File: src/rtl/seg7_decoder.sv
// Seven-segment (active-low) to hex decoder with input debounce and a valid/ready output hold.
// Optional 8-bit saturating error counter enabled by defining SEG7_DECODER_ERRCNT_EN.
module seg7_decoder #(
  parameter int unsigned STABLE_CYCLES = 4
) (
  input  logic       clk,
  input  logic       rst_n,
  input  logic [6:0] hex_in,
  input  logic       dout_ready,
  output logic [3:0] dout,
  output logic       dout_err,
  output logic       dout_valid
`ifdef SEG7_DECODER_ERRCNT_EN
  ,
  output logic [7:0] err_cnt
`endif
);

  typedef enum logic {TRACK = 1'b0, HOLD = 1'b1} state_t;

  localparam logic [6:0] BLANK   = 7'b1111111;
  localparam logic [7:0] CNT_MAX = 8'(STABLE_CYCLES - 1);

  state_t     state_q, state_d;
  logic [6:0] cand_q, cand_d;
  logic [7:0] cnt_q, cnt_d;
  logic [6:0] last_q, last_d;
  logic [3:0] dout_q, dout_d;
  logic       err_q, err_d;
  logic       valid_q, valid_d;
  logic [7:0] err_cnt_q, err_cnt_d;

  logic [3:0] glyph_val;
  logic       glyph_ok;
  logic       qualify;

  always_comb begin
    glyph_val = 4'h0;
    glyph_ok  = 1'b1;
    case (cand_q)
      7'b1000000: glyph_val = 4'h0;
      7'b1111001: glyph_val = 4'h1;
      7'b0100100: glyph_val = 4'h2;
      7'b0110000: glyph_val = 4'h3;
      7'b0011001: glyph_val = 4'h4;
      7'b0010010: glyph_val = 4'h5;
      7'b0000010: glyph_val = 4'h6;
      7'b1111000: glyph_val = 4'h7;
      7'b0000000: glyph_val = 4'h8;
      7'b0010000: glyph_val = 4'h9;
      7'b0001000: glyph_val = 4'hA;
      7'b0000011: glyph_val = 4'hB;
      7'b1000110: glyph_val = 4'hC;
      7'b0100001: glyph_val = 4'hD;
      7'b0000110: glyph_val = 4'hE;
      7'b0001110: glyph_val = 4'hF;
      default:    glyph_ok  = 1'b0;
    endcase
  end

  always_comb begin
    state_d   = state_q;
    cand_d    = cand_q;
    cnt_d     = cnt_q;
    last_d    = last_q;
    dout_d    = dout_q;
    err_d     = err_q;
    valid_d   = valid_q;
    err_cnt_d = err_cnt_q;
    qualify   = 1'b0;
    case (state_q)
      TRACK: begin
        if (hex_in == cand_q) begin
          if (cnt_q == CNT_MAX) qualify = 1'b1;
          else                  cnt_d   = cnt_q + 8'd1;
        end else begin
          cand_d = hex_in;
          cnt_d  = 8'd0;
        end
        // A repeat of the last emitted glyph is suppressed; blank only re-arms it.
        if (qualify && (cand_q != last_q)) begin
          last_d = cand_q;
          if (cand_q != BLANK) begin
            dout_d  = glyph_val;
            err_d   = ~glyph_ok;
            valid_d = 1'b1;
            state_d = HOLD;
          end
        end
      end
      HOLD: begin
        if (dout_ready) begin
          valid_d = 1'b0;
          state_d = TRACK;
          cnt_d   = 8'd0;
          cand_d  = hex_in;
          if (err_q && (err_cnt_q != 8'hFF)) err_cnt_d = err_cnt_q + 8'd1;
        end
      end
      default: state_d = TRACK;
    endcase
  end

  always_ff @(posedge clk or negedge rst_n) begin
    if (!rst_n) begin
      state_q   <= TRACK;
      cand_q    <= BLANK;
      cnt_q     <= 8'd0;
      last_q    <= BLANK;
      dout_q    <= 4'h0;
      err_q     <= 1'b0;
      valid_q   <= 1'b0;
      err_cnt_q <= 8'd0;
    end else begin
      state_q   <= state_d;
      cand_q    <= cand_d;
      cnt_q     <= cnt_d;
      last_q    <= last_d;
      dout_q    <= dout_d;
      err_q     <= err_d;
      valid_q   <= valid_d;
      err_cnt_q <= err_cnt_d;
    end
  end

  assign dout       = dout_q;
  assign dout_err   = err_q;
  assign dout_valid = valid_q;

`ifdef SEG7_DECODER_ERRCNT_EN
  assign err_cnt = err_cnt_q;
`else
  logic unused_err_cnt;
  assign unused_err_cnt = ^err_cnt_q;
`endif

endmodule

File: config.mk
export PLATFORM = sky130hd
export DESIGN_NAME = seg7_decoder
export DESIGN_NICKNAME = d
export VERILOG_FILES = /design/src/rtl/seg7_decoder.sv
export SDC_FILE = /design/constraint.sdc
export NUM_CORES = 1
export LEC_CHECK = 0
export ABC_AREA = 0
export CORE_UTILIZATION = 55
export DETAILED_ROUTE_END_ITERATION = 6
export GPL_ROUTABILITY_DRIVEN = 0
export PLACE_DENSITY = 0.81
export SLEW_MARGIN = 20
export SYNTH_ARGS = -nofsm -noshare
export SYNTH_HDL_FRONTEND = slang
export SYNTH_SLANG_ARGS = --single-unit
export TNS_END_PERCENT = 30
File: constraint.sdc
create_clock -name clk -period 3.42 [get_ports clk]
set_clock_uncertainty 0.1 [all_clocks]
set_input_delay 0.684 -clock clk [delete_from_list [all_inputs] [get_ports clk]]
set_output_delay 0.684 -clock clk [all_outputs]
set_load 0.02 [all_outputs]
# After elaboration in Yosys (flattened, before gate mapping)
# Index checks and enable logic that the tools add are counted.
# word_totals
output_inout_bits	6
word_cells	62
input_bits	10
reg_bits	29
# op_classes
bitwise_logic	2
muxes	20
eq_ne	24
add_sub_neg	1
n_reduce_logical	8
# ops
op	count
$pmux W4 S15	1
$eq A7 B7 Y1 const B	4
$mux W8	3
$eq A7 B5 Y1 const B	3
$eq A7 B6 Y1 const B	3
$pmux W8 S2	1
$reduce_or A16 Y1	1
$eq A7 B2 Y1 const B	2
$eq A7 B4 Y1 const B	2
$mux W7	2
$pmux W7 S2	1
$mux W1	10
$add A8 B1 Y8 const B	1
$eq A8 B2 Y1 const B	1
$ne A2 B2 Y1 const B	4
$eq A7 B3 Y1 const B	1
$eq A7 B7 Y1	1
$logic_not A7 Y1	1
$ne A7 B7 Y1	1
$ne A7 B7 Y1 const B	1
$reduce_and A2 Y1	3
$reduce_and A3 Y1	2
$pmux W1 S2	2
$ne A3 B3 Y1 const B	1
other kinds (2)	3

# Depth between registers and ports, before layout
# Gate-level depths: netlist of run 1.
# logic_depth
depth_word	7
ltp_mapped	7
depth_no_buf	6

# Least setup slack after synthesis of run 1
# OpenSTA, ideal clock, no wires.
# synth_path
kind	reg2reg
startpoint	register cnt_q[4]
endpoint	register dout_q[0] (netlist: dout[0])
required_ns	3.195
arrival_ns	2.451
synth_period_minus_slack_ns	2.675
slack_ns	0.745
setup_time_ns	0.125
path_stages_with_launch	7
n_path_buf	1
path_cell_list	dfrtp_1 or4_1 or3_1 clkbuf_2 or3_4 a311oi_4 mux2_2
# synth_between
elab_chain_len	6
# synth_rtl
element	line_no	source
from (decl)	26	logic [7:0] cnt_q, cnt_d;
from (signal assigned)	117	cnt_q <= cnt_d;
$eq A8 B2 Y1	74	if (cnt_q == CNT_MAX) qualify = 1'b1;
$mux W1	74	
$mux W1	73	if (hex_in == cand_q) begin
$mux W1	71	case (state_q)
$logic_and A1 B1 Y1	81	if (qualify && (cand_q != last_q)) begin
$reduce_and A3 Y1 (no source line)	n/a	
to (signal assigned)	119	dout_q <= dout_d;
to (decl)	28	logic [3:0] dout_q, dout_d;
# Every way passes these cells. The select of a mux whose other input is x is not followed.
# A chain may end at the register's enable or synchronous reset.

# Worst setup path after layout of run 1
# layout_path
startpoint	register cnt_q[0]
endpoint	register dout_q[0] (netlist: dout[0])
# Same word-level chain as after synthesis.

==> reports/qor.json, run 1 <==
{
  "clock_network": {
    "tritoncts": "built",
    "cts_root_buf": "clkbuf_4",
    "cts-hold-fix-buffers": 0,
    "clock_insertion_delay_worst_skew_ps": 330,
    "cts_made_buffers": 5,
    "cells_resized_by_post_cts_repair": 0,
    "cts_setup_buffers": 0,
    "clkSlewWorstSetupHoldPaths_ps": 100,
    "clock_tree.htree_level_count": 2,
    "cts_sinks": 29,
    "clockBufferDepth": 2
  },
  "drt": {
    "drc": 0,
    "dr.pass1.iters": 4,
    "drt_wl_total_um": 3617,
    "viasPerCell": 5.930,
    "drt.antenna.violating_nets": 0,
    "dr.first_iter.drc_count": 71,
    "route.vias.total": 1441,
    "route.detailed.wl_per_inst_um": 14.88
  },
  "setup_path": {
    "worstPathArrival_ps": 3010,
    "critical_path_start_end_classification": "flop to flop",
    "sort_of_element_at_the_start_of_the_critical_path": "flop",
    "worst_setup_path_end_kind": "flop",
    "regToRegStartpoint": "cnt_q[0]",
    "critical_path_peak_fanout": 7,
    "critPathLaunch": "cnt_q[0]",
    "required_time_of_the_worst_setup_path_ps": 3530,
    "ff_to_ff_setup_slack_ps": 520
  },
  "synth": {
    "postSynthCellCount": 189,
    "synthDistinctLibCells": 46,
    "synth.cell_area_um2": 1820,
    "ys_seq_area_frac": 0.4082,
    "synth_top_cells_by_area": "dfrtp_1 (21%), dfstp_2 (20%), mux2_2 (12%)",
    "asyncSetResetFlopFracSynth": 1.000,
    "synth-edff-count": 0,
    "yosys_most_used_dff": "dfrtp_1",
    "synth_warnings": 0,
    "synth_top_area_share": 0.2062,
    "synth_nets": 200,
    "postSynthAreaPerCell_um2": 9.632,
    "synth.ff_latch_count": 29,
    "yosysTopAreaCell": "dfrtp_1"
  },
  "grt": {
    "first_global_vias": 1316,
    "global_route_wire_length_before_repair_um": 5961,
    "number_of_antenna_violations_at_the_first_check_in_global_routing": 0,
    "grt_max_degree": 24,
    "overflow": 0,
    "track_usage": 0.2321
  },
  "cells_and_area": {
    "fillCellCount": 257,
    "layout-area-overhead-vs-synth_pct": 12.10,
    "mostFrequentLayoutCells": "mux2_2 (19), dfrtp_1 (15), nand3_1 (14), dfstp_2 (14), clkdlybuf4s50_1 (14)",
    "insertedDiodeCount": 0,
    "final_common_cell": "mux2_2",
    "final-seq-area_um2": 743.2,
    "total_area_of_multi_input_combinational_cells_um2": 993.5,
    "postLayoutCoreUtil": 0.6577,
    "finish.instance_area_um2": 2041,
    "drive_above_1_share": 0.2513,
    "final_net_count": 209,
    "layoutNonFillerInstCount": 243
  },
  "sta": {
    "fin_ws_ps": 518.6,
    "layout_min_cycle_time_ps": 2901,
    "final_count_of_negative_setup_slack_endpoints": 0,
    "slew_viol_final": 0,
    "slew_headroom": 0.4343,
    "fin_tns_setup_ps": 0,
    "worst_hold_slack_ps": 197.9,
    "setup_repair_after_global_routing_missed_its_margin": "no",
    "layout_worst_path_cycle_share": 0.8484,
    "fmax_ghz": 0.3447,
    "tightest_slew_ps": 840.7,
    "timing_hold_violations_final": 0
  },
  "floorplan": {
    "die_width_um": 59.53,
    "fp.dieArea_um2": 3544,
    "ioPinCount": 16,
    "die_y_um": 59.53,
    "starting_density_of_the_core": 0.5867,
    "rows": 20,
    "coreArea_um2": 3103
  },
  "power": {
    "ir_drop_mv": 0.2069,
    "p_leak_nw": 0.8044,
    "p_int_mw": 0.4959,
    "power.density_cell_area_nw_per_um2": 333.4,
    "comb_power_share": 0.100,
    "seqPwrFrac": 0.573,
    "switching_share": 0.2712,
    "clock_power_share": 0.327,
    "p_sw_mw": 0.1845,
    "power.total_mw": 0.6804
  },
  "placed_design": {
    "dp_slack_ps": 210.0,
    "detailed_place.area_um2": 1987,
    "place.detailed.instances": 235,
    "hpwlAfterDp_um": 2503,
    "io_buffer_count": 15
  },
  "outcome": {
    "outcome": "finished, final reports clean"
  },
  "flow_run": {
    "maxCapViolCount": 0
  },
  "hold_path": {
    "hold_class": "primary input to asynchronous set/reset pin"
  }
}
final cells by class:
class	instances	share of cell area
timing repair buffer	18	0.08216
clock buffer	8	0.02882
tap	44	0.02698
multi-input combinational	138	0.4868
sequential	29	0.3642
inverter	6	0.01104
worst max-delay path, stage by stage (launching register included):
cell	delay [ps]
dfrtp_1	440
ha_1	220
or2b_2	320
or3_1	480
or3_4	450
a311oi_4	370
mux2_2	390
cell usage after synthesis, types with 6 or more instances:
cell	instances
clkbuf_1	13
dfrtp_1	15
dfstp_2	14
inv_1	6
mux2_2	19
nand2_1	9
nand3_1	14
nor2_1	11
nor3_1	9
o21ai_0	8
xnor2_1	9
xor2_1	8
layer usage:
metal  share of wire  track usage
met1            0.46       0.3102
met2            0.48       0.3451
met3           0.048      0.06550
met4          0.0086       0.1130
met5               0            0
registers in the layout, indices dropped and copies added (netlist names):
signal,count
cand_q,7
last_q,7
cnt_q,8
dout_err,1
dout,4
dout_valid,1
state_q,1
cell families after synthesis:
group,count (synthesis),share of synthesized area
AOI/OAI and AO/OA,26,0.1065
xor gates and xnor gates,17,0.08179
adders and majority gates,1,0.006872
buffers and inverters,22,0.04605
DFF,29,0.4082
muxes,19,0.1175
and+or+nand+nor,75,0.2330
worst paths after layout:
| check | depth (start not counted) | endpoint |
|---|---|---|
| max | 6 | dout[0] |
| min | 1 | cnt_q[6] |
| max reg2reg | 6 | dout[0] |
| min reg2reg | 1 | dout_valid |
| max in group asynchronous | 2 | last_q[4] |
| min in group clk | 1 | dout_valid |
power by group through the flow:
stage	sequential [mW]	clock, mW	combinational (mW)
floorplan	0.371	0	0.0615
global placement	0.394	0	0.0655
detailed placement	0.395	0	0.0676
CTS	0.390	0.230	0.0690
global route	0.394	0.248	0.0769
finish	0.390	0.222	0.0678
Power figures use the tool's default switching activity.
==> run 2, diff against run 1 <==
==> constraint.sdc (replaced) <==
create_clock -name clk -period 2.69 [get_ports clk]
set_clock_uncertainty 0.1 [all_clocks]
set_input_delay 0.538 -clock clk [delete_from_list [all_inputs] [get_ports clk]]
set_output_delay 0.538 -clock clk [all_outputs]
set_load 0.02 [all_outputs]
==> reports/qor.json, run 2 (synthesis gave the netlist of run 1 again) <==
{
  "power": {
    "power.density_cell_area": {"value": 401.5, "unit": "nW/um2", "change": "was 333.4 nW/um2"},
    "p_leak": {"value": 0.9314, "unit": "nW", "change": "was 0.8044 nW"},
    "power.total": {"value": 0.8968, "unit": "mW", "change": "was 0.6804 mW"},
    "ir_drop": {"value": 0.3033, "unit": "mV", "change": "was 0.2069 mV"}
  },
  "cells_and_area": {
    "leading_registers_by_flop_count": {"value": "cnt_q x8, cand_q x7, last_q x7", "change": "unchanged"},
    "final_common_cell": {"value": "buf_4", "change": "was mux2_2"},
    "mostFrequentLayoutCells": {"value": "buf_4 (23), mux2_2 (18), dfrtp_1 (15)", "change": "was mux2_2 (19), dfrtp_1 (15), nand3_1 (14), dfstp_2 (14), clkdlybuf4s50_1 (14)"},
    "largest_register": {"value": "cnt_q", "change": "unchanged"},
    "drive_above_1_share": {"value": 0.3303, "change": "was 0.2513"},
    "layout-area-overhead-vs-synth": {"value": 22.68, "unit": "%", "change": "was 12.10%"},
    "final_net_count": {"value": 231, "change": "was 209"},
    "layoutNonFillerInstCount": {"value": 265, "change": "was 243"},
    "largest_register_ffs": {"value": 8, "change": "unchanged"},
    "fillCellCount": {"value": 240, "change": "was 257"},
    "insertedDiodeCount": {"value": 0, "change": "unchanged"},
    "finish.instance_area": {"value": 2233, "unit": "um2", "change": "was 2041 um2"}
  },
  "placed_design": {
    "io_buffer_count": {"value": 15, "change": "unchanged"},
    "hpwlAfterDp": {"value": 3003, "unit": "um", "change": "was 2503 um"},
    "place.detailed.instances": {"value": 252, "change": "was 235"},
    "detailed_place.area": {"value": 2115, "unit": "um2", "change": "was 1987 um2"}
  },
  "drt": {
    "dr.first_iter.drc_count": {"value": 78, "change": "was 71"},
    "drt_wl_total": {"value": 4105, "unit": "um", "change": "was 3617 um"},
    "met2_wirelength_from_detailed_routing": {"value": 2088, "unit": "um", "change": "was 1753 um"},
    "dr.pass1.iters": {"value": 4, "change": "unchanged"},
    "route.detailed.wl_per_inst": {"value": 15.49, "unit": "um", "change": "was 14.88 um"},
    "route.met3.wl": {"value": 230, "unit": "um", "change": "was 172 um"},
    "maxUsedRoutingLayer": {"value": "met4", "change": "unchanged"},
    "viasPerCell": {"value": 5.845, "change": "was 5.930"},
    "drc": {"value": 0, "change": "unchanged"},
    "route.vias.total": {"value": 1549, "change": "was 1441"},
    "drt.antenna.violating_nets": {"value": 0, "change": "unchanged"},
    "route.layer.met1.wl": {"value": 1699, "unit": "um", "change": "was 1660 um"}
  },
  "floorplan": {
    "ioPinCount": {"value": 16, "change": "unchanged"},
    "die_y": {"value": 59.53, "unit": "um", "change": "unchanged"},
    "die_width": {"value": 59.53, "unit": "um", "change": "unchanged"},
    "starting_density_of_the_core": {"value": 0.5867, "change": "unchanged"},
    "rows": {"value": 20, "change": "unchanged"},
    "coreArea": {"value": 3103, "unit": "um2", "change": "unchanged"},
    "fp.dieArea": {"value": 3544, "unit": "um2", "change": "unchanged"}
  },
  "clock_network": {
    "cts-hold-fix-buffers": {"value": 0, "change": "unchanged"},
    "cts_sinks": {"value": 29, "change": "unchanged"},
    "cts_made_buffers": {"value": 5, "change": "unchanged"},
    "clock_insertion_delay_worst_skew": {"value": 340, "unit": "ps", "change": "was 330 ps"},
    "clkSlewWorstSetupHoldPaths": {"value": 90, "unit": "ps", "change": "was 100 ps"},
    "clock_tree.htree_level_count": {"value": 2, "change": "unchanged"},
    "clockBufferDepth": {"value": 2, "change": "unchanged"},
    "tritoncts": {"value": "built", "change": "unchanged"},
    "cts_root_buf": {"value": "clkbuf_4", "change": "unchanged"}
  },
  "setup_path": {
    "rr_worst_depth": {"value": 7, "change": "was 6"},
    "sort_of_element_at_the_start_of_the_critical_path": {"value": "primary input", "change": "was flop"},
    "worst_setup_path_end_kind": {"value": "flop", "change": "unchanged"},
    "max_stage_delay": {"value": 500, "unit": "ps", "change": "was 480 ps"},
    "path_cells": {"value": "clkdlybuf4s50_1 > xor2_1 > or4_4 > or3_4 > buf_4 > nor2_2 > buf_6 > mux2_2", "change": "was ha_1 > or2b_2 > or3_1 > or3_4 > a311oi_4 > mux2_2"},
    "critical-path-slowest-cell": {"value": "or4_4", "change": "was or3_1"},
    "ff_to_ff_setup_slack": {"value": 100, "unit": "ps", "change": "was 520 ps"},
    "timing.rr.end": {"value": "last_q[1]", "change": "was dout[0]"},
    "worstPathArrival": {"value": 2810, "unit": "ps", "change": "was 3010 ps"},
    "required_time_of_the_worst_setup_path": {"value": 2860, "unit": "ps", "change": "was 3530 ps"},
    "regToRegStartpoint": {"value": "cnt_q[4]", "change": "was cnt_q[0]"},
    "critical_path_start_end_classification": {"value": "primary input to flop", "change": "was flop to flop"},
    "critical_path_peak_fanout": {"value": 7, "change": "unchanged"}
  },
  "outcome": {
    "outcome": {"value": "finished, final reports clean", "change": "unchanged"}
  },
  "sta": {
    "final_count_of_negative_setup_slack_endpoints": {"value": 0, "change": "unchanged"},
    "tightest_slew": {"value": 623.1, "unit": "ps", "change": "was 840.7 ps"},
    "slew_headroom": {"value": 0.5793, "change": "was 0.4343"},
    "fin_tns_setup": {"value": 0, "unit": "ps", "change": "unchanged"},
    "layout_min_cycle_time_ps": 2641,
    "setup_repair_after_global_routing_missed_its_margin": {"value": "no", "change": "unchanged"},
    "fmax_ghz": 0.3787,
    "slew_viol_final": {"value": 0, "change": "unchanged"},
    "timing_hold_violations_final": {"value": 0, "change": "unchanged"},
    "layout_worst_path_cycle_share": 0.9818
  },
  "hold_path": {
    "hold_path.startpoint": "dout_valid",
    "whs_path_depth": 1,
    "hold_class": {"value": "flop to flop", "change": "was primary input to asynchronous set/reset pin"},
    "min_delay_worst_endpoint": "dout_valid"
  },
  "grt": {
    "number_of_antenna_violations_at_the_first_check_in_global_routing": {"value": 0, "change": "unchanged"},
    "track_usage": {"value": 0.2647, "change": "was 0.2321"},
    "grt_max_degree": {"value": 30, "change": "was 24"},
    "overflow": {"value": 0, "change": "unchanged"},
    "global_route_wire_length_before_repair": {"value": 6824, "unit": "um", "change": "was 5961 um"},
    "first_global_vias": {"value": 1498, "change": "was 1316"}
  },
  "flow_run": {
    "maxCapViolCount": {"value": 0, "change": "unchanged"}
  }
}
-- run 2: final cells by class --
class                      instances  area, um2  share of cell area
sequential                        29      743.2              0.3328
clock buffer                       8      58.81             0.02633
tap                               44      55.05             0.02465
multi-input combinational        138       1006              0.4504
inverter                           6      22.52             0.01008
timing repair buffer              40      347.8              0.1557
-- run 2: how the worst max path moves through the flow --
stage          cells past startpoint   endpoint       from
2_1_floorplan                      6    dout[0]   cnt_q[4]
3_3_place_gp                       6    dout[2]  hex_in[6]
3_5_place_dp                       6    dout[2]  hex_in[6]
4_1_cts                            6    dout[0]   cnt_q[4]
5_1_grt                            7    dout[0]  hex_in[2]
6_report                           8  last_q[1]  hex_in[2]
-- run 2: timing repair --
| item | CTS | global route |
|---|---|---|
| resized for setup | 3 | 3 |
| endpoints found under the setup margin | 1 | 5 |
| setup buffers | 2 | 3 |
| gates cloned | 0 | 0 |
| pin swaps | 1 | 3 |
-- run 2: worst max-delay path: cells and delay by family --
family	cells	cell delay [ps]
simple gates	3	1050
xor+xnor	1	150
buf+inv	3	730
mux	1	330
-- run 2: metal layers --
| layer | global-route usage | vias up |
|---|---|---|
| li1 | - | 739 |
| met1 | 0.3083 | 751 |
| met2 | 0.4526 | 48 |
| met3 | 0.07860 | 11 |
| met4 | 0.1096 | 0 |
| met5 | 0 | - |
-- run 2: through the flow --
step                setup slack, ps  hold slack, ps    util
global placement             -263.6           370.0  0.6815
floorplan                     14.64           142.4       -
global route                  16.30           419.4  0.7198
CTS                           12.83           396.0  0.7093
finish                        49.05           387.5  0.7198
detailed placement           -348.1           375.6  0.6815
-- run 2: where the power goes --
group	switching, mW	internal (mW)
sequential	0.0128	0.454
combinational	0.0759	0.0662
clock	0.159	0.129
total	0.247	0.649
==> run 3, diff against run 2 <==
--- a/config.mk
+++ b/config.mk
@@ -9,7 +9,7 @@
 export CORE_UTILIZATION = 55
 export DETAILED_ROUTE_END_ITERATION = 6
 export GPL_ROUTABILITY_DRIVEN = 0
-export PLACE_DENSITY = 0.81
+export PLACE_DENSITY = 0.77
 export SLEW_MARGIN = 20
 export SYNTH_ARGS = -nofsm -noshare
 export SYNTH_HDL_FRONTEND = slang
==> reports/qor.json, run 3 (synthesis gave the netlist of run 1 again) <==
{
  "cells_and_area": {
    "layout-area-overhead-vs-synth": {"value": 21.65, "unit": "%", "change": "was 22.68%"},
    "fillCellCount": {"value": 250, "change": "was 240"},
    "final-seq-area": {"value": 743.2, "unit": "um2", "change": "unchanged"},
    "final_net_count": {"value": 228, "change": "was 231"},
    "largest_register_ffs": {"value": 8, "change": "unchanged"},
    "mostFrequentLayoutCells": {"value": "buf_4 (21), mux2_2 (19), dfrtp_1 (15)", "change": "was buf_4 (23), mux2_2 (18), dfrtp_1 (15)"},
    "largest_register": {"value": "cnt_q", "change": "unchanged"},
    "drive_above_1_share": {"value": 0.3303, "change": "about the same"},
    "final_common_cell": {"value": "buf_4", "change": "unchanged"},
    "total_area_of_multi_input_combinational_cells": {"value": 1002, "unit": "um2", "change": "was 1006 um2"},
    "leading_registers_by_flop_count": {"value": "cnt_q x8, cand_q x7, last_q x7", "change": "unchanged"},
    "insertedDiodeCount": {"value": 0, "change": "unchanged"}
  },
  "clock_network": {
    "clock_insertion_delay_worst_skew": {"value": 330, "unit": "ps", "change": "was 340 ps"},
    "cts_root_buf": {"value": "clkbuf_4", "change": "unchanged"},
    "clkSlewWorstSetupHoldPaths": {"value": 90, "unit": "ps", "change": "about the same"},
    "tritoncts": {"value": "built", "change": "unchanged"},
    "clockBufferDepth": {"value": 2, "change": "unchanged"},
    "cts-hold-fix-buffers": {"value": 0, "change": "unchanged"},
    "cts_sinks": {"value": 29, "change": "unchanged"},
    "clock_tree.htree_level_count": {"value": 2, "change": "unchanged"},
    "cts_made_buffers": {"value": 5, "change": "unchanged"}
  },
  "sta": {
    "layout_min_cycle_time": {"value": 2631, "unit": "ps", "change": "was 2641 ps"},
    "slew_headroom": {"value": 0.6968, "change": "was 0.5793"},
    "worst_hold_slack": {"value": 420.7, "unit": "ps", "change": "was 387.5 ps"},
    "tightest_slew": {"value": 449.0, "unit": "ps", "change": "was 623.1 ps"},
    "timing_hold_violations_final": {"value": 0, "change": "unchanged"},
    "final_count_of_negative_setup_slack_endpoints": {"value": 0, "change": "unchanged"},
    "setup_repair_after_global_routing_missed_its_margin": {"value": "no", "change": "unchanged"},
    "slew_viol_final": {"value": 0, "change": "unchanged"},
    "fmax": {"value": 0.3800, "unit": "GHz", "change": "was 0.3787 GHz"},
    "layout_worst_path_cycle_share": {"value": 0.9782, "change": "was 0.9818"}
  },
  "grt": {
    "global_route_wire_length_before_repair": {"value": 6665, "unit": "um", "change": "was 6824 um"},
    "number_of_antenna_violations_at_the_first_check_in_global_routing": {"value": 0, "change": "unchanged"},
    "overflow": {"value": 0, "change": "unchanged"},
    "first_global_vias": {"value": 1508, "change": "was 1498"},
    "track_usage": {"value": 0.2551, "change": "was 0.2647"},
    "grt_max_degree": {"value": 30, "change": "unchanged"}
  },
  "power": {
    "p_leak": {"value": 0.9228, "unit": "nW", "change": "was 0.9314 nW"},
    "clock_power_share": {"value": 0.331, "change": "was 0.320"},
    "switching_share": {"value": 0.2589, "change": "was 0.2758"},
    "comb_power_share": {"value": 0.147, "change": "was 0.158"},
    "seqPwrFrac": {"value": 0.522, "change": "was 0.521"},
    "p_sw": {"value": 0.2345, "unit": "mW", "change": "was 0.2473 mW"},
    "p_int": {"value": 0.6713, "unit": "mW", "change": "was 0.6494 mW"},
    "power.density_cell_area": {"value": 409.0, "unit": "nW/um2", "change": "was 401.5 nW/um2"},
    "ir_drop": {"value": 0.2881, "unit": "mV", "change": "was 0.3033 mV"},
    "power.total": {"value": 0.9058, "unit": "mW", "change": "was 0.8968 mW"}
  },
  "drt": {
    "viasPerCell": {"value": 5.821, "change": "was 5.845"},
    "drt_wl_total": {"value": 4025, "unit": "um", "change": "was 4105 um"},
    "route.detailed.wl_per_inst": {"value": 15.36, "unit": "um", "change": "was 15.49 um"},
    "dr.first_iter.drc_count": {"value": 109, "change": "was 78"},
    "drc": {"value": 0, "change": "unchanged"},
    "drt.antenna.violating_nets": {"value": 0, "change": "unchanged"},
    "dr.pass1.iters": {"value": 4, "change": "unchanged"},
    "route.vias.total": {"value": 1525, "change": "was 1549"}
  },
  "placed_design": {
    "hpwlAfterDp": {"value": 2822, "unit": "um", "change": "was 3003 um"},
    "io_buffer_count": {"value": 15, "change": "unchanged"}
  },
  "hold_path": {
    "hold_class": {"value": "flop to flop", "change": "unchanged"}
  },
  "setup_path": {
    "timing.critical_path.buf_inv": {"value": 1, "change": "was 3"},
    "critical-path-top-cell-by-count": "or3_4",
    "worstPathArrival": {"value": 2750, "unit": "ps", "change": "was 2810 ps"},
    "max_stage_delay": {"value": 540, "unit": "ps", "change": "was 500 ps"},
    "worst_setup_path_end_kind": {"value": "flop", "change": "unchanged"},
    "critical_path_start_end_classification": {"value": "flop to flop", "change": "was primary input to flop"},
    "path_delay_family": {"value": "simple AND/OR/NAND/NOR gates", "change": "unchanged"},
    "sort_of_element_at_the_start_of_the_critical_path": {"value": "flop", "change": "was primary input"},
    "critical-path-slowest-cell": {"value": "or4_1", "change": "was or4_4"},
    "critical_path_peak_fanout": {"value": 6, "change": "was 7"},
    "required_time_of_the_worst_setup_path": {"value": 2810, "unit": "ps", "change": "was 2860 ps"},
    "path_cells": {"value": "or4_1 > or3_4 > or3_4 > a311oi_4 > buf_6 > mux2_2", "change": "was clkdlybuf4s50_1 > xor2_1 > or4_4 > or3_4 > buf_4 > nor2_2 > buf_6 > mux2_2"}
  },
  "outcome": {
    "outcome": {"value": "finished, final reports clean", "change": "unchanged"}
  },
  "floorplan": {
    "ioPinCount": {"value": 16, "change": "unchanged"},
    "coreArea": {"value": 3103, "unit": "um2", "change": "unchanged"},
    "fp.dieArea": {"value": 3544, "unit": "um2", "change": "unchanged"},
    "die_width": {"value": 59.53, "unit": "um", "change": "unchanged"},
    "starting_density_of_the_core": {"value": 0.5867, "change": "unchanged"},
    "rows": {"value": 20, "change": "unchanged"},
    "die_y": {"value": 59.53, "unit": "um", "change": "unchanged"}
  },
  "flow_run": {
    "maxCapViolCount": {"value": 0, "change": "unchanged"}
  }
}
run 3: cell types whose count changed in the layout (fill, tap and decap cells not counted):
cell / delta
clkbuf_8: +1
mux2_2: +1
buf_4: -2
clkinv_2: +1
buf_6: -1
clkbuf_1: -2
mux2_4: -1
run 3: routing by layer:
metal  vias up  track usage  part of all wire
met2        40       0.4045              0.48
met5         -            0                 0
met1       743       0.3394              0.45
met3         7      0.06550             0.054
li1        735            -                 -
met4         0      0.08638            0.0099
run 3: through the flow:
stage | setup slack [ps] | TNS (ps) | instance area (um2) | util | cells
after detailed placement | -349.5 | -3135 | 2122 | 0.6839 | 253
after floorplan | 14.64 | 0 | 1821 | - | 189
after CTS | 8.751 | 0 | 2207 | 0.7113 | 262
after global routing | 0.2160 | 0 | 2215 | 0.7137 | 262
after global placement | -289.0 | -2498 | 2122 | 0.6839 | 253
final | 58.55 | 0 | 2215 | 0.7137 | 262
run 3: power by group through the flow:
stage | Combinational (mW) | Sequential [mW] | Clock, mW
floorplan | 0.0782 | 0.472 | 0
global placement | 0.127 | 0.479 | 0
detailed placement | 0.132 | 0.480 | 0
CTS | 0.134 | 0.473 | 0.308
global route | 0.148 | 0.475 | 0.327
finish | 0.133 | 0.473 | 0.300
run 3: worst paths after layout:
path                            start  depth (start not counted)         end  slack [ps]
hold / removal             dout_valid                          1  dout_valid         420
min in group asynchronous       rst_n                          2     dout[2]         490
max in group asynchronous       rst_n                          2   last_q[1]        1680
setup reg to reg             cnt_q[4]                          6    dout_err          60
setup / recovery             cnt_q[4]                          6    dout_err          60
hold reg to reg            dout_valid                          1  dout_valid         420
run 3: layout make-up:
class                           instances  area share
Sequential cell                        29      0.3356
Tap cell                               44     0.02486
Timing Repair Buffer                   37      0.1452
Inverter                                6     0.01017
Multi-Input combinational cell        138      0.4525
Clock inverter                          1    0.002260
Clock buffer                            7     0.02938
run 3: repair_timing:
| item | CTS | global route |
|---|---|---|
| gates resized for setup | 2 | 2 |
| pin swaps | 1 | 1 |
| setup endpoints to repair | 5 | 5 |
| hold endpoints to repair | 0 | 0 |
| setup buffers | 1 | 0 |
